## config.mk

```make
export PLATFORM = sky130hd
export DESIGN_NAME = ps2_key_sequencer
export DESIGN_NICKNAME = d
export VERILOG_FILES = /design/src/rtl/ps2_key_sequencer.sv
export SDC_FILE = /design/constraint.sdc
export NUM_CORES = 1
export LEC_CHECK = 0
export CAP_MARGIN = 20
export CORE_AREA = 8 8 113 115
export CTS_BUF_LIST = sky130_fd_sc_hd__clkbuf_2
export DETAILED_ROUTE_END_ITERATION = 8
export DIE_AREA = 0 0 121 123
export PLACE_DENSITY_LB_ADDON = 0.25
export SETUP_SLACK_MARGIN = 0.02
export SYNTH_ARGS = -nofsm -noshare
export SYNTH_HDL_FRONTEND = slang
export SYNTH_SLANG_ARGS = --single-unit
```

## constraint.sdc

```tcl
create_clock -name clk -period 2.39 [get_ports clk]
set_clock_uncertainty 0.05 [all_clocks]
set_input_delay 0.478 -clock clk [delete_from_list [all_inputs] [get_ports clk]]
set_output_delay 0.478 -clock clk [all_outputs]
set_load 0.05 [all_outputs]
```

## src/rtl/ps2_key_sequencer.sv

```systemverilog
// PS/2 keyboard receiver: input sync, 11-bit framing, E0/F0 prefix folding, event FIFO with valid/ready.
// Build option: define PS2_PARITY_CHECK_EN to reject frames failing odd parity.
module ps2_key_sequencer #(
  parameter int unsigned SYNC_STAGES = 2,
  parameter int unsigned TIMEOUT_CYC = 100000,
  parameter int unsigned FIFO_DEPTH  = 4
) (
  input  logic       clk,
  input  logic       rst,
  input  logic       PS2_CLK,
  input  logic       PS2_DATA,
  output logic       key_valid,
  input  logic       key_ready,
  output logic [7:0] key_code,
  output logic       key_break,
  output logic       key_ext,
  output logic       frame_err,
  output logic       overflow
);

  localparam int unsigned TW = $clog2(TIMEOUT_CYC);
  localparam int unsigned AW = $clog2(FIFO_DEPTH);
  localparam int unsigned CW = AW + 1;
  localparam logic [TW-1:0] TMO_LAST = TW'(TIMEOUT_CYC - 1);
  localparam logic [7:0] CODE_EXT = 8'hE0;
  localparam logic [7:0] CODE_BRK = 8'hF0;

  typedef enum logic [1:0] {IDLE, DATA, PARITY, STOP} state_t;

  typedef struct packed {
    logic       ext;
    logic       brk;
    logic [7:0] code;
  } key_evt_t;

  // Two-flop-or-more synchronisers; idle bus level is high
  logic [SYNC_STAGES-1:0] clk_sync, dat_sync;
  logic                   clk_prev;
  logic                   ps2_clk_s, ps2_dat_s, fall;

  always_ff @(posedge clk) begin
    if (rst) begin
      clk_sync <= '1;
      dat_sync <= '1;
      clk_prev <= 1'b1;
    end else begin
      clk_sync <= {clk_sync[SYNC_STAGES-2:0], PS2_CLK};
      dat_sync <= {dat_sync[SYNC_STAGES-2:0], PS2_DATA};
      clk_prev <= clk_sync[SYNC_STAGES-1];
    end
  end

  assign ps2_clk_s = clk_sync[SYNC_STAGES-1];
  assign ps2_dat_s = dat_sync[SYNC_STAGES-1];
  assign fall      = clk_prev & ~ps2_clk_s;

  state_t        state, state_n;
  logic [2:0]    bit_cnt, bit_cnt_n;
  logic [7:0]    shreg, shreg_n;
  logic          par_bad, par_bad_n;
  logic [TW-1:0] tmo_cnt, tmo_cnt_n;
  logic          byte_done, byte_done_n;
  logic [7:0]    byte_q, byte_n;
  logic          frame_err_n;

  always_ff @(posedge clk) begin
    if (rst) begin
      state     <= IDLE;
      bit_cnt   <= '0;
      shreg     <= '0;
      par_bad   <= 1'b0;
      tmo_cnt   <= '0;
      byte_done <= 1'b0;
      byte_q    <= '0;
      frame_err <= 1'b0;
    end else begin
      state     <= state_n;
      bit_cnt   <= bit_cnt_n;
      shreg     <= shreg_n;
      par_bad   <= par_bad_n;
      tmo_cnt   <= tmo_cnt_n;
      byte_done <= byte_done_n;
      byte_q    <= byte_n;
      frame_err <= frame_err_n;
    end
  end

  // Frame FSM; a PS2_CLK fall takes priority over a same-cycle timeout
  always_comb begin
    state_n     = state;
    bit_cnt_n   = bit_cnt;
    shreg_n     = shreg;
    par_bad_n   = par_bad;
    tmo_cnt_n   = tmo_cnt;
    byte_done_n = 1'b0;
    byte_n      = byte_q;
    frame_err_n = 1'b0;

    if (state == IDLE || fall) begin
      tmo_cnt_n = '0;
    end else if (tmo_cnt != TMO_LAST) begin
      tmo_cnt_n = tmo_cnt + TW'(1);
    end

    if (fall) begin
      case (state)
        IDLE: begin
          if (!ps2_dat_s) begin
            state_n   = DATA;
            bit_cnt_n = '0;
          end
        end
        DATA: begin
          shreg_n   = {ps2_dat_s, shreg[7:1]};
          bit_cnt_n = bit_cnt + 3'd1;
          if (bit_cnt == 3'd7) state_n = PARITY;
        end
        PARITY: begin
`ifdef PS2_PARITY_CHECK_EN
          par_bad_n = ~(^{shreg, ps2_dat_s});
`else
          par_bad_n = 1'b0;
`endif
          state_n = STOP;
        end
        STOP: begin
          state_n = IDLE;
          if (ps2_dat_s && !par_bad) begin
            byte_done_n = 1'b1;
            byte_n      = shreg;
          end else begin
            frame_err_n = 1'b1;
          end
        end
        default: state_n = IDLE;
      endcase
    end else if (state != IDLE && tmo_cnt == TMO_LAST) begin
      state_n     = IDLE;
      frame_err_n = 1'b1;
    end
  end

  // Prefix flags accumulate until a non-prefix byte consumes them
  logic ext_pend, brk_pend;
  logic is_prefix;

  assign is_prefix = (byte_q == CODE_EXT) || (byte_q == CODE_BRK);

  always_ff @(posedge clk) begin
    if (rst || frame_err) begin
      ext_pend <= 1'b0;
      brk_pend <= 1'b0;
    end else if (byte_done) begin
      if (byte_q == CODE_EXT) begin
        ext_pend <= 1'b1;
      end else if (byte_q == CODE_BRK) begin
        brk_pend <= 1'b1;
      end else begin
        ext_pend <= 1'b0;
        brk_pend <= 1'b0;
      end
    end
  end

  key_evt_t          mem [FIFO_DEPTH];
  logic [AW-1:0]     wr_ptr, rd_ptr;
  logic [CW-1:0]     count, count_n;
  logic              push_req, pop, full, do_push;
  key_evt_t          head;

  assign push_req = byte_done & ~is_prefix;
  assign pop      = key_valid & key_ready;
  assign full     = (count == CW'(FIFO_DEPTH));
  assign do_push  = push_req & (~full | pop);

  always_comb begin
    count_n = count;
    if (do_push && !pop)      count_n = count + CW'(1);
    else if (!do_push && pop) count_n = count - CW'(1);
  end

  always_ff @(posedge clk) begin
    if (rst) begin
      wr_ptr    <= '0;
      rd_ptr    <= '0;
      count     <= '0;
      key_valid <= 1'b0;
      overflow  <= 1'b0;
    end else begin
      if (do_push) wr_ptr <= wr_ptr + AW'(1);
      if (pop)     rd_ptr <= rd_ptr + AW'(1);
      count     <= count_n;
      key_valid <= (count_n != '0);
      overflow  <= push_req & full & ~pop;
    end
  end

  always_ff @(posedge clk) begin
    if (do_push) mem[wr_ptr] <= {ext_pend, brk_pend, byte_q};
  end

  // Show-ahead head, forced to zero while empty
  assign head      = mem[rd_ptr];
  assign key_code  = key_valid ? head.code : 8'h00;
  assign key_break = key_valid & head.brk;
  assign key_ext   = key_valid & head.ext;

endmodule

```

Yosys cells after proc, flatten, opt, wreduce, memory -nomap -nowiden --
Memories as Yosys holds them, arrays and structs flattened. A register that Yosys moved wholly into a read port is not among the register bits. Cells that the tools add are included.
Word-level totals: register bits after elaboration 56, RAM bits 40, input bits 5, output and inout port bits 13, word-level logic and storage cells 96, memories kept 1
Operators by class: $add $sub $neg 6, eq/ne operators 13, mux-type cells 22, bitwise logic cells 16, reductions and logical operators 21
Memory list:
- mem | depth 4, width 10, rd ports 1, clocked after memory_dff 1, wr ports 1, RTL line 165 | key_evt_t mem [FIFO_DEPTH];
Operator list (number):
- adder 17 x 1 -> 17 bit, second input constant | 1
- == test 17 bit, second input constant | 1
- inequality test 17 bit, second input constant | 1
- == test 8 bit, second input constant | 2
- 2-to-1 mux 2 bit | 6
- 2-to-1 mux 1 bit | 10
- 2-to-1 mux 3 bit | 3
- AND reduction 3 bit | 3
- AND 1 bit | 8
- 2-to-1 mux 8 bit | 1
- one-hot mux 2 bit (4 select lines) | 1
- NOT 1 bit | 7
- adder 3 x 1 -> 3 bit, second input constant | 2
- == test 3 bit, second input constant | 2
- inequality test 3 bit, second input constant | 2
- one-hot mux 3 bit (2 select lines) | 1
- AND reduction 2 bit | 3
- nonzero test 2 bit | 3
- adder 2 x 1 -> 2 bit, second input constant | 2
- == test 2 bit, second input constant | 2
- inequality test 2 bit, second input constant | 2
- logical AND 1 bit | 3
- logical OR 1 bit | 3
- nonzero test 3 bit | 1
- other kinds (7) | 8

Logic depth before layout (Yosys ltp) --
word-level depth 10, mapped depth 7

Least setup slack after synthesis --
Ideal clock, no wire load.
kind flip-flop to flip-flop, start point register key_valid, end point memory mem[0][0] (netlist bit), enable pin, setup time 0.343 ns, arrival 1.707 ns, required time 1.997 ns, slack 0.289 ns, cell stages (with the launch flop) 5, path buffers 1, clock period less this slack 2.101 ns, cells stage by stage dfxtp_1 and2_1 clkbuf_1 o221a_2 and2_1
Between the ends: cells in the longest elaborated chain, start to end 5
RTL lines:
- from (decl) | RTL line 12 | output logic key_valid,
- from (signal assigned) | RTL line 193 | key_valid <= (count_n != '0);
- AND 1 bit | RTL line 172 | assign pop = key_valid & key_ready;
- bitwise OR 1 bit | RTL line 174 | assign do_push = push_req & (~full | pop);
- AND 1 bit | RTL line 174
- 2-to-1 mux 1 bit | RTL line 199 | if (do_push) mem[wr_ptr] <= {ext_pend, brk_pend, byte_q};
- 2-to-1 mux 1 bit (not written as such) | RTL line 199
- to (decl) | RTL line 165
Every way passes these cells.

==> results.tsv <==
stage	metric	value	unit
hold_path	HP Class	flop to flop	
clocking	hold_buf cts	0	
clocking	clk_lat worst skew	540	ps
clocking	htree depth	3	
job	# Max-Cap Violations	0	
global_route	vias in the first global route	2511	
yosys	#FFs+latches synth	98	
placement	DP Wirelength	5188	µm
detailed_routing	vias post-DR	2690	
yosys	Post-synth top flop	dfxtp_1	
yosys	Mapped Avg Cell Area	11.54	µm²
yosys	async set-reset flop share out of synthesis	0	
detailed_routing	DR WL/cell	13.87	µm
detailed_routing	routed length on met2	3642	µm
detailed_routing	WL final	7405	µm
global_route	Congestion Overflow GR	0	
clocking	deepest clock path buffer count	2	
sta	final worst setup slack	-73.89	ps
yosys	Post-synth EDFFs	40	
die	Die Span X	121	µm
final_layout	most frequent cells in the layout	dfxtp_1, nand2_1, edfxtp_1	
die	# IOs	18	
sta	relative slew slack	0.6167	
global_route	largest net degree at the start of global routing	46	
global_route	gr usage total	0.1014	
detailed_routing	highest metal used	met4	
final_layout	fillers	1044	
detailed_routing	DRT met1 WL	3376	µm
yosys	Syn. warnings	0	
power_and_ir_drop	Final Power	3.181	mW
final_layout	share of cells above drive strength 1	0.1867	
yosys	Mapped Cells	364	
detailed_routing	met3 routed WL	298	µm
placement	GP Congestion	0.7637	
yosys	count of different cell masters after synthesis	58	
yosys	Seq/Total Area, Yosys	0.5624	
clocking	Post-CTS Setup Bufs	0	
setup_path	CP max FO	5	
detailed_routing	post-route ant nets	0	
detailed_routing	DRT iter0 DRCs	141	
sta	Final period util	1.031	
die	Die Y	123	µm
setup_path	arrival time worst endpoint	1940	ps
setup_path	CP Launch Type	flop	
clocking	CTS Sinks	98	
sta	unrepaired setup endpoints after global routing	true	
global_route	first-pass GRT wire length	12190	µm
die	initial core utilization	0.3792	
power_and_ir_drop	Leak	1.589	nW
sta	Period minus WS final	2464	ps
detailed_routing	first drt pass iteration count	4	
detailed_routing	drt drc	0	
placement	port bufs	17	
sta	final-report hold violation count	0	
sta	setup TNS	-677.8	ps
die	Rows	39	
die	die area	14880	µm²
setup_path	CP Class	flop to output pin	
clocking	CTS Root Cell	clkbuf_2	
yosys	mapped cell area	4200	µm²
clocking	CTS Buf Count	9	
die	CORE AREA	11080	µm²
global_route	antenna violations before repair	0	
final_layout	Antenna diodes	0	
power_and_ir_drop	cell area power density	670.9	nW/µm²
final_layout	most common cell after layout, fill and taps aside	dfxtp_1	
clocking	CTS tree	done	
sta	endpoints failing setup	10	
final_layout	Layout area overhead	12.90	%
power_and_ir_drop	VDD IR max	315.1	µV
setup_path	CP required	1860	ps
sta	max-slew violations	0	
status	status	finished, violations left	
status	failing checks	setup timing	
clocking	CTS clk-pin slew, worst paths	290	ps
final_layout	NumNets Final	405	
final_layout	Core Util, Final	0.4281	
sta	Max Freq	405.9	MHz
setup_path	Worst Setup End Kind	output pin	
placement	Setup WS pre-CTS	128.1	ps
detailed_routing	DR vias/cell	5.037	
yosys	Mapped Nets	383	
sta	worst-margin pin slew	569.9	ps
[timing repair]
item | CTS | global route
pin swaps | 2 | 0
cloned | 1 | 0
endpoints found under the setup margin | 11 | 11
endpoints found under the hold margin | 0 | 0
resized for setup | 31 | 1
[power by group]
group	internal (mW)	switching, mW
combinational	0.302	0.342
sequential	1.77	0.0366
clock	0.161	0.574
total	2.23	0.953
[critical path: stages, from the launching register on]
cell and delay (ps):
dfxtp_4 460, buf_12 130, mux4_2 480, and2_4 170, buf_6 140
[registers in the layout, indices dropped and copies added, names as in the netlist, named ones only]
signal	flops
ext_pend	1
clk_sync	2
dat_sync	2
count	3
mem	40
wr_ptr	2
byte_q	8
clk_prev	1
shreg	8
key_valid	1
byte_done	1
bit_cnt	3
rd_ptr	2
tmo_cnt	17
frame_err	1
overflow	1
brk_pend	1
state	2
[kinds of logic (layout without fill, tap and decap cells)]
logic type | Yosys count | count (layout) | synth area share
XOR/XNOR | 11 | 11 | 0.02294
AND/OR/NAND/NOR | 143 | 143 | 0.1865
flip-flops | 98 | 98 | 0.5624
AO/OA/AOI/OAI | 52 | 52 | 0.08043
multiplexers | 20 | 20 | 0.07805
adder cells (fa/ha/maj) | 14 | 14 | 0.04170
buffers and inverters | 26 | 53 | 0.02800
[final cells by class]
type / count / area, µm² / area share
Sequential cell: 98 / 2367 / 0.4992
Multi-Input combinational cell: 240 / 1745 / 0.3681
Tap cell: 143 / 178.9 / 0.03773
Timing Repair Buffer: 28 / 310.3 / 0.06544
Clock buffer: 9 / 45.04 / 0.009499
Clock inverter: 7 / 61.31 / 0.01293
Inverter: 9 / 33.78 / 0.007124
[metrics by stage]
stage	cells	cell area (µm²)	hold WS (ps)
2_1_floorplan	364	4200	339.5
4_1_cts	534	4740	386.1
3_3_place_gp	517	4516	344.8
3_5_place_dp	517	4516	345.3
5_1_grt	534	4742	353.6
6_report	534	4742	397.1
[final timing paths]
check                                        startpoint                     end  slack (ps)  cells past startpoint
worst max register to register  tmo_cnt[8]$_SDFFE_PP0N_   state[1]$_SDFFE_PP0P_         380                      4
worst max-delay path                               flop             key_code[2]         -70                      4
worst min-delay path             dat_sync[0]$_SDFF_PP1_  dat_sync[1]$_SDFF_PP1_         400                      1
worst min register to register   dat_sync[0]$_SDFF_PP1_  dat_sync[1]$_SDFF_PP1_         400                      1
[Yosys cell counts (6+ instances only)]
library cell | instances | area (µm²)
inv_1 | 9 | 33.78
edfxtp_1 | 40 | 1201
nand2_1 | 41 | 153.9
and2_1 | 17 | 106.4
a21oi_1 | 24 | 120.1
nor2_1 | 22 | 82.58
clkbuf_1 | 9 | 33.78
dfxtp_1 | 58 | 1161
mux2i_1 | 8 | 80.08
nand2b_1 | 6 | 37.54
ha_1 | 14 | 175.2
nand3_1 | 17 | 85.08
mux4_2 | 10 | 225.2
xnor2_1 | 6 | 52.55
[layer usage]
layer	up-vias	GRT usage
met3	8	0.02192
met2	41	0.1706
met4	0	0.03981
li1	1367	-
met5	-	0
met1	1274	0.1250
(Power assumes the default switching activity.)
